==> src/rtl/shift_ex_stage_pkg.sv <==
// Shared definitions for the shift execute stage: funct3 encodings, decoded S1 record, decode helper.
package shift_ex_stage_pkg;

  localparam int XLEN    = 32;
  localparam int SHAMT_W = 5;

  localparam logic [2:0] FUNCT3_SLL = 3'b001;
  localparam logic [2:0] FUNCT3_SR  = 3'b101;

  typedef struct packed {
    logic               left;
    logic               arith;
    logic               illegal;
    logic [SHAMT_W-1:0] shamt;
    logic [XLEN-1:0]    rs1;
    logic [4:0]         rd;
  } s1_t;

  // SLL with bit 30 set is not a legal encoding, so only plain funct3 match counts as legal there.
  function automatic s1_t decode(
    input logic [2:0]         funct3,
    input logic               funct7_5,
    input logic               is_imm,
    input logic [XLEN-1:0]    rs1,
    input logic [XLEN-1:0]    rs2,
    input logic [SHAMT_W-1:0] imm_shamt,
    input logic [4:0]         rd
  );
    s1_t d;
    d.left    = (funct3 == FUNCT3_SLL);
    d.arith   = (funct3 == FUNCT3_SR) && funct7_5;
    d.illegal = !((funct3 == FUNCT3_SLL) && !funct7_5) && (funct3 != FUNCT3_SR);
    d.shamt   = is_imm ? imm_shamt : rs2[SHAMT_W-1:0];
    d.rs1     = rs1;
    d.rd      = rd;
    return d;
  endfunction

endpackage

==> src/rtl/shift_ex_stage_if.sv <==
// Upstream op / downstream result handshake bundle for the shift execute stage.
interface shift_ex_stage_if;

  logic        in_valid;
  logic        in_ready;
  logic [2:0]  in_funct3;
  logic        in_funct7_5;
  logic        in_is_imm;
  logic [31:0] in_rs1;
  logic [31:0] in_rs2;
  logic [4:0]  in_imm_shamt;
  logic [4:0]  in_rd;
  logic        out_valid;
  logic        out_ready;
  logic [31:0] out_result;
  logic [4:0]  out_rd;
  logic        out_illegal;

  modport master (
    output in_valid, in_funct3, in_funct7_5, in_is_imm, in_rs1, in_rs2, in_imm_shamt, in_rd,
    output out_ready,
    input  in_ready, out_valid, out_result, out_rd, out_illegal
  );

  modport slave (
    input  in_valid, in_funct3, in_funct7_5, in_is_imm, in_rs1, in_rs2, in_imm_shamt, in_rd,
    input  out_ready,
    output in_ready, out_valid, out_result, out_rd, out_illegal
  );

endinterface

==> src/rtl/barrel_shifter_32.sv <==
// Combinational 32-bit log shifter; left shifts reuse the right-shift network by bit-reversing in and out.
module barrel_shifter_32 (
  input  logic [31:0] data,
  input  logic [4:0]  shamt,
  input  logic        left,
  input  logic        arith,
  output logic [31:0] result
);

  logic [31:0] pre;
  logic [31:0] post;
  logic        fill;

  assign fill = arith & ~left & data[31];

  for (genvar gi = 0; gi < 32; gi++) begin : g_rev
    assign pre[gi]    = left ? data[31-gi] : data[gi];
    assign result[gi] = left ? post[31-gi] : post[gi];
  end

  always_comb begin
    post = pre;
    for (int i = 0; i < 5; i++) begin
      if (shamt[i]) begin
        post = (post >> (1 << i)) | ({32{fill}} & ~(32'hFFFF_FFFF >> (1 << i)));
      end
    end
  end

endmodule

==> src/rtl/shift_ex_stage.sv <==
// Two-stage RISC-V shift execute unit: S1 holds decoded operands, S2 holds the result.
module shift_ex_stage
  import shift_ex_stage_pkg::*;
(
  input  logic             clk,
  input  logic             rst_n,
  input  logic             flush,
  shift_ex_stage_if.slave  bus
);

  logic            s1_valid;
  s1_t             s1;
  logic            s2_valid;
  logic [XLEN-1:0] s2_result;
  logic [4:0]      s2_rd;
  logic            s2_illegal;
  logic            s2_free;
  logic            in_ready;
  logic [XLEN-1:0] shift_result;

  // S2 can take a new value when empty or when its current result leaves this cycle.
  assign s2_free  = !s2_valid || bus.out_ready;
  assign in_ready = !flush && (!s1_valid || s2_free);

  barrel_shifter_32 u_shifter (
    .data   (s1.rs1),
    .shamt  (s1.shamt),
    .left   (s1.left),
    .arith  (s1.arith),
    .result (shift_result)
  );

  always_ff @(posedge clk or negedge rst_n) begin
    if (!rst_n) begin
      s1_valid <= 1'b0;
      s1       <= '0;
    end else if (flush) begin
      s1_valid <= 1'b0;
    end else if (in_ready) begin
      s1_valid <= bus.in_valid;
      if (bus.in_valid) begin
        s1 <= decode(bus.in_funct3, bus.in_funct7_5, bus.in_is_imm, bus.in_rs1,
                     bus.in_rs2, bus.in_imm_shamt, bus.in_rd);
      end
    end
  end

  // Result fields are zeroed whenever S2 goes empty so out_result reads 0 while invalid.
  always_ff @(posedge clk or negedge rst_n) begin
    if (!rst_n) begin
      s2_valid   <= 1'b0;
      s2_result  <= '0;
      s2_rd      <= '0;
      s2_illegal <= 1'b0;
    end else if (flush) begin
      s2_valid   <= 1'b0;
      s2_result  <= '0;
      s2_rd      <= '0;
      s2_illegal <= 1'b0;
    end else if (s2_free) begin
      s2_valid <= s1_valid;
      if (s1_valid) begin
        s2_result  <= s1.illegal ? '0 : shift_result;
        s2_rd      <= s1.rd;
        s2_illegal <= s1.illegal;
      end else begin
        s2_result  <= '0;
        s2_rd      <= '0;
        s2_illegal <= 1'b0;
      end
    end
  end

  assign bus.in_ready    = in_ready;
  assign bus.out_valid   = s2_valid;
  assign bus.out_result  = s2_result;
  assign bus.out_rd      = s2_rd;
  assign bus.out_illegal = s2_illegal;

endmodule

==> src/flat_wrapper.sv <==
// flat-port wrapper written by rule: the top's interface ports become plain ports
module shift_ex_stage_flat import shift_ex_stage_pkg::*;
  (clk, rst_n, flush, bus_in_valid, bus_in_funct3, bus_in_funct7_5, bus_in_is_imm, bus_in_rs1, bus_in_rs2, bus_in_imm_shamt, bus_in_rd, bus_out_ready, bus_in_ready, bus_out_valid, bus_out_result, bus_out_rd, bus_out_illegal);
  shift_ex_stage_if bus_i ();
  input  logic clk;
  input  logic rst_n;
  input  logic flush;
  input wire logic [$bits(bus_i.in_valid)-1:0] bus_in_valid;
  input wire logic [$bits(bus_i.in_funct3)-1:0] bus_in_funct3;
  input wire logic [$bits(bus_i.in_funct7_5)-1:0] bus_in_funct7_5;
  input wire logic [$bits(bus_i.in_is_imm)-1:0] bus_in_is_imm;
  input wire logic [$bits(bus_i.in_rs1)-1:0] bus_in_rs1;
  input wire logic [$bits(bus_i.in_rs2)-1:0] bus_in_rs2;
  input wire logic [$bits(bus_i.in_imm_shamt)-1:0] bus_in_imm_shamt;
  input wire logic [$bits(bus_i.in_rd)-1:0] bus_in_rd;
  input wire logic [$bits(bus_i.out_ready)-1:0] bus_out_ready;
  output wire logic [$bits(bus_i.in_ready)-1:0] bus_in_ready;
  output wire logic [$bits(bus_i.out_valid)-1:0] bus_out_valid;
  output wire logic [$bits(bus_i.out_result)-1:0] bus_out_result;
  output wire logic [$bits(bus_i.out_rd)-1:0] bus_out_rd;
  output wire logic [$bits(bus_i.out_illegal)-1:0] bus_out_illegal;
  assign bus_i.in_valid = bus_in_valid;
  assign bus_i.in_funct3 = bus_in_funct3;
  assign bus_i.in_funct7_5 = bus_in_funct7_5;
  assign bus_i.in_is_imm = bus_in_is_imm;
  assign bus_i.in_rs1 = bus_in_rs1;
  assign bus_i.in_rs2 = bus_in_rs2;
  assign bus_i.in_imm_shamt = bus_in_imm_shamt;
  assign bus_i.in_rd = bus_in_rd;
  assign bus_i.out_ready = bus_out_ready;
  assign bus_in_ready = bus_i.in_ready;
  assign bus_out_valid = bus_i.out_valid;
  assign bus_out_result = bus_i.out_result;
  assign bus_out_rd = bus_i.out_rd;
  assign bus_out_illegal = bus_i.out_illegal;
  shift_ex_stage u_core (.clk(clk), .rst_n(rst_n), .flush(flush), .bus(bus_i));
endmodule
==> config.mk <==
export PLATFORM = sky130hd
export DESIGN_NAME = shift_ex_stage_flat
export DESIGN_NICKNAME = d
export VERILOG_FILES = /design/src/rtl/shift_ex_stage_pkg.sv /design/src/rtl/shift_ex_stage_if.sv /design/src/rtl/barrel_shifter_32.sv /design/src/rtl/shift_ex_stage.sv /design/src/flat_wrapper.sv
export SDC_FILE = /design/constraint.sdc
export NUM_CORES = 1
export LEC_CHECK = 0
export CAP_MARGIN = 5
export CORE_MARGIN = 1.5
export CORE_UTILIZATION = 32
export DETAILED_ROUTE_END_ITERATION = 8
export GPL_TIMING_DRIVEN = 0
export SYNTH_ARGS = -nofsm -noshare
export SYNTH_HDL_FRONTEND = slang
export SYNTH_HIERARCHICAL = 1
export SYNTH_SLANG_ARGS = --single-unit
==> constraint.sdc <==
create_clock -name clk -period 4.4 [get_ports clk]
set_clock_uncertainty 0.1 [all_clocks]
set_input_delay 0.88 -clock clk [delete_from_list [all_inputs] [get_ports clk]]
set_output_delay 0.88 -clock clk [all_outputs]
set_load 0.1 [all_outputs]
==> summary.md <==
| Metric | Value |
|---|---|
| Status | `complete, no violations` |
| Pwr Total | `3.71 mW` |
| Worst setup path class | `primary input to primary output` |
| Pin count of the biggest net entering global routing | `50` |
| I/O pins | `124` |
| Layout cells sized above 1 | `21.5%` |
| Setup Total Neg Slack | `0 ns` |
| Peak VDD IR | `193 uV` |
| Post-CTS Hold Fix Bufs | `0` |
| Most numerous cell in the Yosys netlist | `dfrtp_1` |
| Filler cell count | `2126` |
| Pint | `2.13 mW` |
| Worst Setup Start Kind | `primary input` |
| Post-synthesis adder-cell area fraction | `0%` |
| Synth Flop Type | `dfrtp_1` |
| YS warnings | `6` |
| Area leader, netlist | `dfrtp_1` |
| Die width | `151 um` |
| Part of the power in registers | `26.7%` |
| Final std cells w/o fill | `1069` |
| Post-route minimum period | `3.71 ns` |
| Clock power frac | `22.6%` |
| Core Util, Final | `40.1%` |
| Post-Synth XOR/XNOR Area | `0.124%` |
| Die ar. | `0.0229 mm^2` |
| CTS max path bufs | `2` |
| Count of cell types in the netlist | `72` |
| Core footprint | `0.0217 mm^2` |
| Top cell by count, worst path | `clkdlybuf4s50_1` |
| Pleak | `3.65 nW` |
| Arr. time, crit path | `2.73 ns` |
| Final Slew Violations | `0` |
| RSZ-0062 raised after global routing | `no` |
| Slew at the pin closest to its max-slew limit | `1.10 ns` |
| Switch Pwr | `1.57 mW` |
| WL/cell | `24.1 um` |
| Asr flop ratio synth | `100%` |
| Logic pwr share | `50.7%` |
| #FFs+latches synth | `85` |
| Pre-CTS setup slack | `0.680 ns` |
| Synthesized Nets | `760` |
| Cell Chain, Critical Path | `clkdlybuf4s50_1 > nor2b_4 > a21oi_1 > clkdlybuf4s50_1` |
| Number of inserted diodes | `0` |
| CP max-delay cell | `clkdlybuf4s50_1` |
| Cell Rows | `54` |
| Starting DRC count in detailed routing | `733` |
| Worst min path class | `primary input to async pin` |
| P per Cell Area | `426 mW/mm^2` |
| Mux cell area share after synthesis | `32.8%` |
| CP Capture Type | `primary output` |
| HPWL Detailed | `19800 um` |
| Starting density of the core | `32.5%` |
| # Post-CTS Setup Buffers | `0` |
| Final Cycle Share | `84.2%` |
| DR pass1 iterations | `5` |
| Setup ws final | `0.695 ns` |
| Initial antenna violation count | `0` |
| Synth Area in Compound Gates | `19.2%` |
| Synth-to-Final Area Change | `23.5%` |
| Mapped Cells | `676` |
| Syn Area/Cell | `10.4 um^2` |
| Main combinational cell family by area after synthesis | `multiplexers` |
| Net Sw Frac | `42.5%` |
| Clock Pin Slew Worst Setup and Hold Paths | `0.06 ns` |
| Worst path max stage delay | `1.14 ns` |
| Global route total overflow | `0` |
| CTS tree | `yes` |
| Dpl cells | `1053` |
| Fmax | `270 MHz` |
| Final WL | `25800 um` |
| CP Data Required Time | `3.42 ns` |
| Critical-path maximum fanout | `6` |
| Final net count | `868` |
| Max-cap viol count | `0` |
| Port-buffer cells | `96` |
| DRC | `0` |
| Clk sinks | `85` |
| First-pass GRT wire length | `39300 um` |
| Die Y | `151 um` |
| Post-synthesis sequential area ratio | `30.2%` |
| Num CTS Buffers | `9` |
| Worst r2r src | `u_core/s1[44]` |
| Largest cells by area after synthesis | `dfrtp_1 30%, mux4_2 11%, mux2_4 9.6%` |
| Vias per std cell | `5.94` |
| Htree depth | `3` |
| Final GP Congestion | `0.970` |
| Post-DRT Antenna Nets | `0` |
| Post_cts resized | `0` |
| Synthesized area | `0.00705 mm^2` |
| Post-synth top cells | `85 x dfrtp_1, 57 x nand2_1, 54 x mux2i_1` |
| Total via count in the routed design | `6347` |
| GRT Resource Usage Total | `23.2%` |
| EDFF count, synth | `0` |
| CP startpoint | `bus_out_ready` |
| Vias in the first global route | `6113` |
| Max transition margin | `26.0%` |
| Post-synthesis simple-gate area fraction | `12.0%` |
| Post-synth top area share | `30.2%` |
| Hold Fails Final Rpt | `0` |
| # setup viols final | `0` |
| Root buf cell | `clkbuf_16` |
| Clk_lat worst skew | `0.36 ns` |
per-stage QoR:
step                hold WS [ns]  cell area, um^2
global placement           0.371             8360
CTS                        0.401             8710
finish                     0.385             8710
detailed placement         0.378             8390
global route               0.418             8710
floorplan                  0.366             7050
layout make-up:
class | count | area (um^2) | share of cell area, %
sequential | 85 | 2130 | 24.4
buffer | 59 | 373 | 4.28
multi-input combinational | 524 | 4520 | 51.9
tap | 280 | 350 | 4.02
clock inverter | 7 | 95.1 | 1.09
clock buffer | 9 | 225 | 2.59
timing repair buffer | 97 | 986 | 11.3
inverter | 8 | 30.0 | 0.345
metal layers:
layer	track usage [%]	up-vias	share of wire (%)
met5	0	-	0
met4	9.17	0	3.2
met3	4.28	58	7.1
met2	34.9	329	45
met1	32.7	3137	44
li1	-	2823	-
registers in the layout, summed over array words and instances, names as in the netlist:
name	count
u_core/bus.out_illegal	1
u_core/bus.out_rd	5
u_core/bus.out_result	32
u_core/bus.out_valid	1
u_core/s1	45
u_core/s1_valid	1
power groups by stage:
stage	Sequential, mW	Clock [mW]	Combinational (mW)
detailed placement	1.00	0	1.82
global route	1.00	0.892	1.97
floorplan	1.00	0	1.22
finish	0.990	0.838	1.88
global placement	1.00	0	1.84
CTS	0.986	0.861	1.83
final timing paths:
| check | slack (ns) | end | depth (start not counted) |
|---|---|---|---|
| setup reg to reg | 1.07 | u_core/bus.out_result[3] | 10 |
| hold / removal | 0.39 | u_core/bus.out_result[16] | 1 |
| hold reg to reg | 0.40 | u_core/bus.out_rd[4] | 1 |
| min in group clk | 0.40 | u_core/bus.out_rd[4] | 1 |
| setup / recovery | 0.69 | bus_in_ready | 4 |
| max in group asynchronous | 3.20 | u_core/s1[42] | 2 |
layout by cell type, fill, tap and decap left out, drive strengths merged, types with 3 or more instances in the layout:
master | synthesis | layout
clkdlybuf4s50 | 0 | 95
dfrtp | 85 | 85
mux2 | 70 | 70
nand2 | 57 | 57
mux2i | 55 | 55
nor2 | 48 | 48
buf | 41 | 43
a22o | 39 | 39
a21oi | 35 | 35
mux4 | 35 | 35
clkbuf | 18 | 27
nand3 | 22 | 22
o21ai | 22 | 22
nor2b | 13 | 13
nand2b | 10 | 10
nor3 | 10 | 10
a22oi | 10 | 10
a211oi | 9 | 9
inv | 7 | 9
a31oi | 8 | 8
o22ai | 7 | 7
and2 | 6 | 6
a32oi | 6 | 6
o221ai | 5 | 5
a2111oi | 5 | 5
nand4 | 4 | 4
o211ai | 4 | 4
o2bb2ai | 3 | 3
clkinv | 1 | 3
a221oi | 3 | 3
kinds of logic after synthesis:
logic type,count (synthesis)
AOI/OAI and AO/OA,182
and+or+nand+nor,181
muxes,160
DFF,85
buffers and inverters,67
xor gates and xnor gates,1
critical path: cells and delay by family:
family | cells | cell delay, ns
buffers and inverters | 2 | 1.64
AO/OA/AOI/OAI | 1 | 0.14
AND/OR/NAND/NOR | 1 | 0.06
Note: power is estimated with default switching activity, not from simulation.
